### config.mk
export PLATFORM = sky130hd
export DESIGN_NAME = inst_prefetch
export DESIGN_NICKNAME = d
export VERILOG_FILES = /design/src/rtl/inst_prefetch_pkg.sv /design/src/rtl/inst_prefetch_fifo.sv /design/src/rtl/inst_prefetch.sv
export SDC_FILE = /design/constraint.sdc
export NUM_CORES = 1
export LEC_CHECK = 0
export CAP_MARGIN = 20
export CORE_MARGIN = 8
export CORE_UTILIZATION = 58
export DETAILED_ROUTE_END_ITERATION = 10
export DONT_BUFFER_PORTS = 1
export PLACE_DENSITY = 0.76
export SETUP_SLACK_MARGIN = 0.2
export SLEW_MARGIN = 20
export SYNTH_ARGS = -nofsm -noshare
export SYNTH_HDL_FRONTEND = slang
export SYNTH_SLANG_ARGS = --single-unit
### constraint.sdc
create_clock -name clk -period 5 [get_ports clk]
set_clock_uncertainty 0.05 [all_clocks]
set_input_delay 0.25 -clock clk [delete_from_list [all_inputs] [get_ports clk]]
set_output_delay 0.25 -clock clk [all_outputs]
set_load 0.01 [all_outputs]
### src/rtl/inst_prefetch_pkg.sv
// Shared widths, reset word, queue depth default and FSM encodings for the
// instruction prefetcher.
package inst_prefetch_pkg;

    localparam int INST_ADDR_W = 32;
    localparam int INST_W = 32;
    localparam logic [INST_W-1:0] ZERO_WORD = 32'h0000_0000;
    localparam int DEPTH_DEFAULT = 4;
    localparam logic [INST_ADDR_W-1:0] ADDR_STEP = 32'd4;

    typedef enum logic [1:0] {
        ST_IDLE    = 2'd0,
        ST_FETCH   = 2'd1,
        ST_DISCARD = 2'd2
    } pf_state_t;

endpackage

### src/rtl/inst_prefetch_fifo.sv
// Address+data queue for prefetched words: push at tail, pop at head,
// synchronous clear, occupancy count.
module prefetch_fifo
    import inst_prefetch_pkg::*;
#(
    parameter int DEPTH = DEPTH_DEFAULT
) (
    input  logic                      clk,
    input  logic                      rst,
    input  logic                      push,
    input  logic                      pop,
    input  logic                      clear,
    input  logic [INST_ADDR_W-1:0]    push_addr,
    input  logic [INST_W-1:0]         push_data,
    output logic [INST_ADDR_W-1:0]    head_addr,
    output logic [INST_W-1:0]         head_data,
    output logic [$clog2(DEPTH):0]    count
);

    localparam int PW = $clog2(DEPTH);
    localparam int CW = PW + 1;
    localparam logic [CW-1:0] FULL = CW'(DEPTH);

    logic [INST_ADDR_W-1:0] addr_mem [DEPTH];
    logic [INST_W-1:0]      data_mem [DEPTH];
    logic [PW-1:0]          wr_ptr;
    logic [PW-1:0]          rd_ptr;
    logic                   do_push;
    logic                   do_pop;

    // Guards keep the queue from overflowing or underflowing even if a
    // caller misbehaves; pointers wrap naturally since DEPTH is a power of two.
    assign do_pop  = pop && (count != '0);
    assign do_push = push && ((count != FULL) || do_pop);

    assign head_addr = addr_mem[rd_ptr];
    assign head_data = data_mem[rd_ptr];

    always_ff @(posedge clk or negedge rst) begin
        if (!rst) begin
            wr_ptr <= '0;
            rd_ptr <= '0;
            count  <= '0;
        end else if (clear) begin
            wr_ptr <= '0;
            rd_ptr <= '0;
            count  <= '0;
        end else begin
            if (do_push) wr_ptr <= wr_ptr + PW'(1);
            if (do_pop)  rd_ptr <= rd_ptr + PW'(1);
            if (do_push && !do_pop)      count <= count + CW'(1);
            else if (do_pop && !do_push) count <= count - CW'(1);
        end
    end

    always_ff @(posedge clk) begin
        if (do_push && !clear) begin
            addr_mem[wr_ptr] <= push_addr;
            data_mem[wr_ptr] <= push_data;
        end
    end

endmodule

### src/rtl/inst_prefetch.sv
// Instruction prefetcher between pc_reg and a one-outstanding-request memory.
// Optional same-cycle forwarding of read data is enabled by PREFETCH_BYPASS_EN.
//
// state   | meaning
// IDLE    | no request outstanding
// FETCH   | request outstanding, its data will be kept
// DISCARD | request outstanding, its data will be dropped
module inst_prefetch
    import inst_prefetch_pkg::*;
#(
    parameter int DEPTH = DEPTH_DEFAULT
) (
    input  logic                   clk,
    input  logic                   rst,
    input  logic [INST_ADDR_W-1:0] pc_i,
    input  logic                   ce_i,
    input  logic                   hold_i,
    output logic [INST_W-1:0]      inst_o,
    output logic                   inst_valid_o,
    output logic                   stall_o,
    output logic                   mem_req_o,
    output logic [INST_ADDR_W-1:0] mem_addr_o,
    input  logic                   mem_ack_i,
    input  logic [INST_W-1:0]      mem_rdata_i
);

    localparam int CW = $clog2(DEPTH) + 1;
    localparam logic [CW-1:0] FULL = CW'(DEPTH);

    pf_state_t              state, state_nxt;
    logic                   run;
    logic [INST_ADDR_W-1:0] fa, fa_nxt, fa_eff, expect_addr;
    logic [INST_ADDR_W-1:0] head_addr, mem_addr_nxt;
    logic [INST_W-1:0]      head_data;
    logic [CW-1:0]          fifo_count, count_nxt;
    logic                   hit, miss, pop, push, clear, issue;
    logic                   fetch_ack, bypass, mem_req_nxt;

    prefetch_fifo #(.DEPTH(DEPTH)) u_fifo (
        .clk       (clk),
        .rst       (rst),
        .push      (push),
        .pop       (pop),
        .clear     (clear),
        .push_addr (mem_addr_o),
        .push_data (mem_rdata_i),
        .head_addr (head_addr),
        .head_data (head_data),
        .count     (fifo_count)
    );

    always_comb begin
        expect_addr = fa;
        if (fifo_count != '0)       expect_addr = head_addr;
        else if (state == ST_FETCH) expect_addr = mem_addr_o;

        hit       = ce_i && (fifo_count != '0) && (head_addr == pc_i);
        miss      = ce_i && !hold_i && (pc_i != expect_addr);
        clear     = !ce_i || miss;
        fetch_ack = (state == ST_FETCH) && mem_ack_i && ce_i && !miss;
`ifdef PREFETCH_BYPASS_EN
        bypass    = fetch_ack && (fifo_count == '0) && (mem_addr_o == pc_i);
`else
        bypass    = 1'b0;
`endif
        pop       = hit && !hold_i;
        push      = fetch_ack && !(bypass && !hold_i);

        count_nxt = fifo_count;
        if (clear)             count_nxt = '0;
        else if (push && !pop) count_nxt = fifo_count + CW'(1);
        else if (pop && !push) count_nxt = fifo_count - CW'(1);

        // A request completing this cycle frees the single outstanding slot,
        // so the next one can go out back-to-back.
        fa_eff = miss ? pc_i : fa;
        issue  = ce_i && run && ((state == ST_IDLE) || mem_ack_i) && (count_nxt < FULL);
        fa_nxt = issue ? fa_eff + ADDR_STEP : fa_eff;

        mem_req_nxt  = mem_req_o;
        mem_addr_nxt = mem_addr_o;
        if (issue) begin
            mem_req_nxt  = 1'b1;
            mem_addr_nxt = fa_eff;
        end else if (mem_ack_i && (state != ST_IDLE)) begin
            mem_req_nxt  = 1'b0;
        end

        state_nxt = state;
        case (state)
            ST_IDLE:    if (issue) state_nxt = ST_FETCH;
            ST_FETCH: begin
                if (mem_ack_i)          state_nxt = issue ? ST_FETCH : ST_IDLE;
                else if (clear)         state_nxt = ST_DISCARD;
            end
            ST_DISCARD: if (mem_ack_i) state_nxt = issue ? ST_FETCH : ST_IDLE;
            default:    state_nxt = ST_IDLE;
        endcase

        inst_valid_o = hit || bypass;
        inst_o       = ZERO_WORD;
        if (hit)         inst_o = head_data;
        else if (bypass) inst_o = mem_rdata_i;
        stall_o      = ce_i && !inst_valid_o;
    end

    // run delays the first issue to the second edge after reset release.
    always_ff @(posedge clk or negedge rst) begin
        if (!rst) begin
            state      <= ST_IDLE;
            run        <= 1'b0;
            fa         <= '0;
            mem_req_o  <= 1'b0;
            mem_addr_o <= '0;
        end else begin
            state      <= state_nxt;
            run        <= 1'b1;
            fa         <= fa_nxt;
            mem_req_o  <= mem_req_nxt;
            mem_addr_o <= mem_addr_nxt;
        end
    end

endmodule

==> flow_summary_export.csv <==
group,metric,value,unit
status,status,"finished clean",
global_route,grt_usage,26.3,%
detailed_routing,drt_wl_total,45000,um
yosys,ys_warn_count,0,
sta,fin_setup_tns,0,ns
place,post-place-cells,1515,
clocking,cts_made_buffers,35,
place,hpwl,29400,um
worst_setup_path,ff2ff_setup_slack,0.46,ns
worst_setup_path,critPathMaxFanout,11,
sta,max_slew_margin,47.8,%
clocking,cts_root_buffer,"clkbuf_16",
worst_setup_path,worstPathBufferInverterCount,3,
yosys,synth_area,16200,um^2
clocking,insertion_delay,0.52,ns
hold_path,hold_depth,3,
worst_setup_path,cpPeakStageDelay,0.56,ns
worst_setup_path,worst_r2r_path_depth,18,
finish,final_util,68.3,%
hold_path,hold_class,"input pin to flip-flop",
detailed_routing,drcViolationCount,0,
finish,n_fill_cell,1899,
hold_path,hold_path_startpoint,"pc_i[9]",
finish,area_growth_syn_to_layout,16.5,%
sta,rsz0062_at_grt,"false",
clocking,clk_pin_slew_worst_paths,0.06,ns
global_route,grt_max_degree,76,
worst_setup_path,critical_path.startpoint_type,"flip-flop",
finish,fin_nets,1329,
worst_setup_path,path_cells,"buf_4 -> mux4_2 -> nand2_1 -> o21ai_1 -> xor2_1 -> nor4_2 -> nand4_1 -> o21ai_4 -> nand2_1 -> o21ai_0 -> ha_1 -> nand2_1 -> a21oi_2 -> buf_4 -> nand4_1 -> xor2_1 -> dlygate4sd3_1 -> mux2i_1",
die,core,27600,um^2
detailed_routing,firstDrtPassIters,5,
power,power_density,351,nW/um^2
die,die_x,183,um
worst_setup_path,slowest_stage,"dfrtp_4",
yosys,synth_seq_cells,331,
detailed_routing,viasPerCell,6.35,
yosys,synth_ff_type,"edfxtp_1",
yosys,synth_edf_count,256,
worst_setup_path,crit_path_frequent_cell,"nand2_1",
global_route,antenna_found_initial,1,
detailed_routing,first_iter_violations,1198,
die,die_h,183,um
yosys,synthesis.nets,1243,
sta,fin_crit_sh,90.7,%
sta,hold_viol,0,
clocking,cts_sinks,331,
power,finalPower,6.63,mW
detailed_routing,wire_per_inst,27.2,um
detailed_routing,vias,10500,
sta,setup_viol,0,
clocking,cts_tree,"built",
power,p_leak,6.58,nW
die,initial_utilization,58.6,%
worst_setup_path,crit_required,5.39,ns
global_route,grt-ovfl-total,0,
sta,fin_crit,4.54,ns
clocking,cts_buffer_depth,3,
sta,max_freq,220,MHz
hold_path,holdPathEnd,"fa[10]$_DFF_PN0_",
detailed_routing,final_antenna_net_count,0,
worst_setup_path,cp_top_family,"simple AND/OR/NAND/NOR gates",
worst_setup_path,r2r_start,"u_fifo.rd_ptr[0]$_DFFE_PN0P_",
yosys,synth_seq_area_share,59.1,%
worst_setup_path,worstPathArrival,4.93,ns
sta,slew_viol_final,0,
worst_setup_path,r2r-end,"fa[24]$_DFF_PN0_",
die,dieArea,33500,um^2
yosys,synth-async-reset-ratio,22.7,%
clocking,htreeDepth,2,
global_route,grt_pass1_vias,10500,
place,numPortBuffers,0,
finish,drive_gt1_share,17.9,%
finish,final_cells,1656,
worst_setup_path,cp-end-kind,"flip-flop",
die,rows,61,
yosys,netlist_instances,1166,
global_route,grt_pass1_wl,66500,um
place,place.gp.congestion,0.958,
run,drv_cap,0,
power,vdd_drop_max,312,uV
die,io-pin-count,136,
yosys,yosys.cell_types.count,73,
sta,tightest_slew,0.776,ns
worst_setup_path,critical_path_class,"flip-flop to flip-flop",
yosys,avgSynthCellArea,13.9,um^2
[flip-flops by register name, indices dropped and copies added (netlist names)]
name / flops
u_fifo.addr_mem: 128
u_fifo.data_mem: 128
fa: 32
mem_addr_o: 32
u_fifo.count: 3
state: 2
u_fifo.rd_ptr: 2
u_fifo.wr_ptr: 2
mem_req_o: 1
run: 1
[stage by stage]
step / instance area [um^2] / setup WS (ns) / hold WS (ns)
floorplan: 16200 / 0.233 / -0.0956
global placement: 16800 / 0.623 / -0.0926
detailed placement: 16800 / 0.645 / -0.0930
CTS: 18600 / 0.222 / 0.00135
global route: 18900 / 0.191 / 0.0115
finish: 18900 / 0.463 / 0.00531
[worst max path at each step]
stage / from / to / slack (ns) / depth (start not counted)
2_1_floorplan: u_fifo.count[0]$_DFFE_PN0P_ / u_fifo.addr_mem[1][0]$_DFFE_PP_ / 0.23 / 12
3_3_place_gp: u_fifo.rd_ptr[1]$_DFFE_PN0P_ / fa[22]$_DFF_PN0_ / 0.62 / 17
3_5_place_dp: u_fifo.rd_ptr[0]$_DFFE_PN0P_ / fa[22]$_DFF_PN0_ / 0.65 / 16
4_1_cts: u_fifo.rd_ptr[0]$_DFFE_PN0P_ / fa[24]$_DFF_PN0_ / 0.22 / 17
5_1_grt: u_fifo.rd_ptr[0]$_DFFE_PN0P_ / fa[24]$_DFF_PN0_ / 0.19 / 18
6_report: u_fifo.rd_ptr[0]$_DFFE_PN0P_ / fa[24]$_DFF_PN0_ / 0.46 / 18
[layer usage]
layer	track usage, %	wire length (um)
met1	34.9	17700
met2	42.8	22000
met3	5.86	4190
met4	8.17	1130
met5	0	0
[power by group]
part | switching, mW | internal, mW
clock network | 1.03 | 1.46
registers | 0.297 | 3.16
logic | 0.368 | 0.308
total | 1.70 | 4.93
[layout by cell type, fill, tap and decap left out, types with 11 or more instances in the layout]
cell type,netlist,final
mux2_2,34,34
nor3_1,27,27
inv_1,17,17
nor4_1,15,12
nand4_1,30,30
nand2_1,45,45
mux4_2,45,45
mux2i_1,139,128
clkbuf_16,0,37
xor2_1,61,61
nand2b_1,11,11
a21oi_1,41,40
xnor2_1,36,36
edfxtp_1,256,256
o21ai_0,19,18
nor2_1,69,69
buf_4,10,43
nand3_1,19,19
dfrtp_1,75,73
buf_12,0,14
nor2b_1,41,39
dlygate4sd3_1,0,62
[cell type report]
cell class | instances | area [um^2] | area share, %
Multi-Input combinational cell | 741 | 6300 | 33.4
Clock inverter | 15 | 139 | 0.736
Inverter | 19 | 76.3 | 0.404
Antenna cell | 1 | 2.50 | 0.0133
Clock buffer | 47 | 962 | 5.10
Timing Repair Buffer | 124 | 1340 | 7.11
Tap cell | 378 | 473 | 2.51
Sequential cell | 331 | 9570 | 50.7
[kinds of logic (layout without fill, tap and decap cells)]
| logic type | after synthesis | in the layout | share of synthesized area [%] |
|---|---|---|---|
| AO/OA/AOI/OAI | 118 | 118 | 4.76 |
| buffers and inverters | 94 | 205 | 3.01 |
| adder cells (fa/ha/maj) | 9 | 9 | 0.680 |
| multiplexers | 224 | 224 | 17.8 |
| other | 1 | 2 | 0.0232 |
| XOR/XNOR | 97 | 97 | 5.25 |
| flip-flops | 331 | 331 | 59.1 |
| AND/OR/NAND/NOR | 292 | 292 | 9.38 |
[repair_timing]
| action | 4_1_cts | 5_1_grt |
|---|---|---|
| hold buffers | 63 | 0 |
| buffers inserted | 0 | 14 |
| hold endpoints to repair | 255 | 0 |
| endpoints found under the setup margin | 0 | 2 |
| gates resized for setup | 0 | 26 |
[synth_stat cells, drive strengths merged, types with 2 or more instances]
master     n  share of area [%]
nor2b     41                1.6
nand3     19               0.59
nor2      69                1.6
and2       7               0.27
nand2b    11               0.42
mux2i    142                8.9
nor3      28               0.90
nand4     30                1.2
mux2      36                2.5
a222oi     2               0.12
and3      10               0.39
nor4      15               0.58
ha         8               0.62
clkbuf    31               0.72
a22oi      6               0.28
nand4b     3               0.16
a211oi     6               0.28
buf       44                1.8
xnor2     36                1.9
mux4      46                6.4
o21ai     25               0.84
xor2      61                3.3
inv       18               0.43
dfrtp     75                 12
o32ai      4               0.22
a2111oi    2               0.11
nand2     46                1.1
nor3b      5               0.26
a311oi     2               0.15
edfxtp   256                 47
a2bb2oi    2               0.11
a221oi     2               0.11
a21oi     42                1.3
or2        2              0.077
o22ai      9               0.35
nand3b     3               0.14
a31oi      2              0.077
[tightest hold or removal path, cell delays in order]
cell and delay [ns]:
nand4_1 0.09, xor2_1 0.07, mux2i_1 0.11
Power figures use the tool's default switching activity.
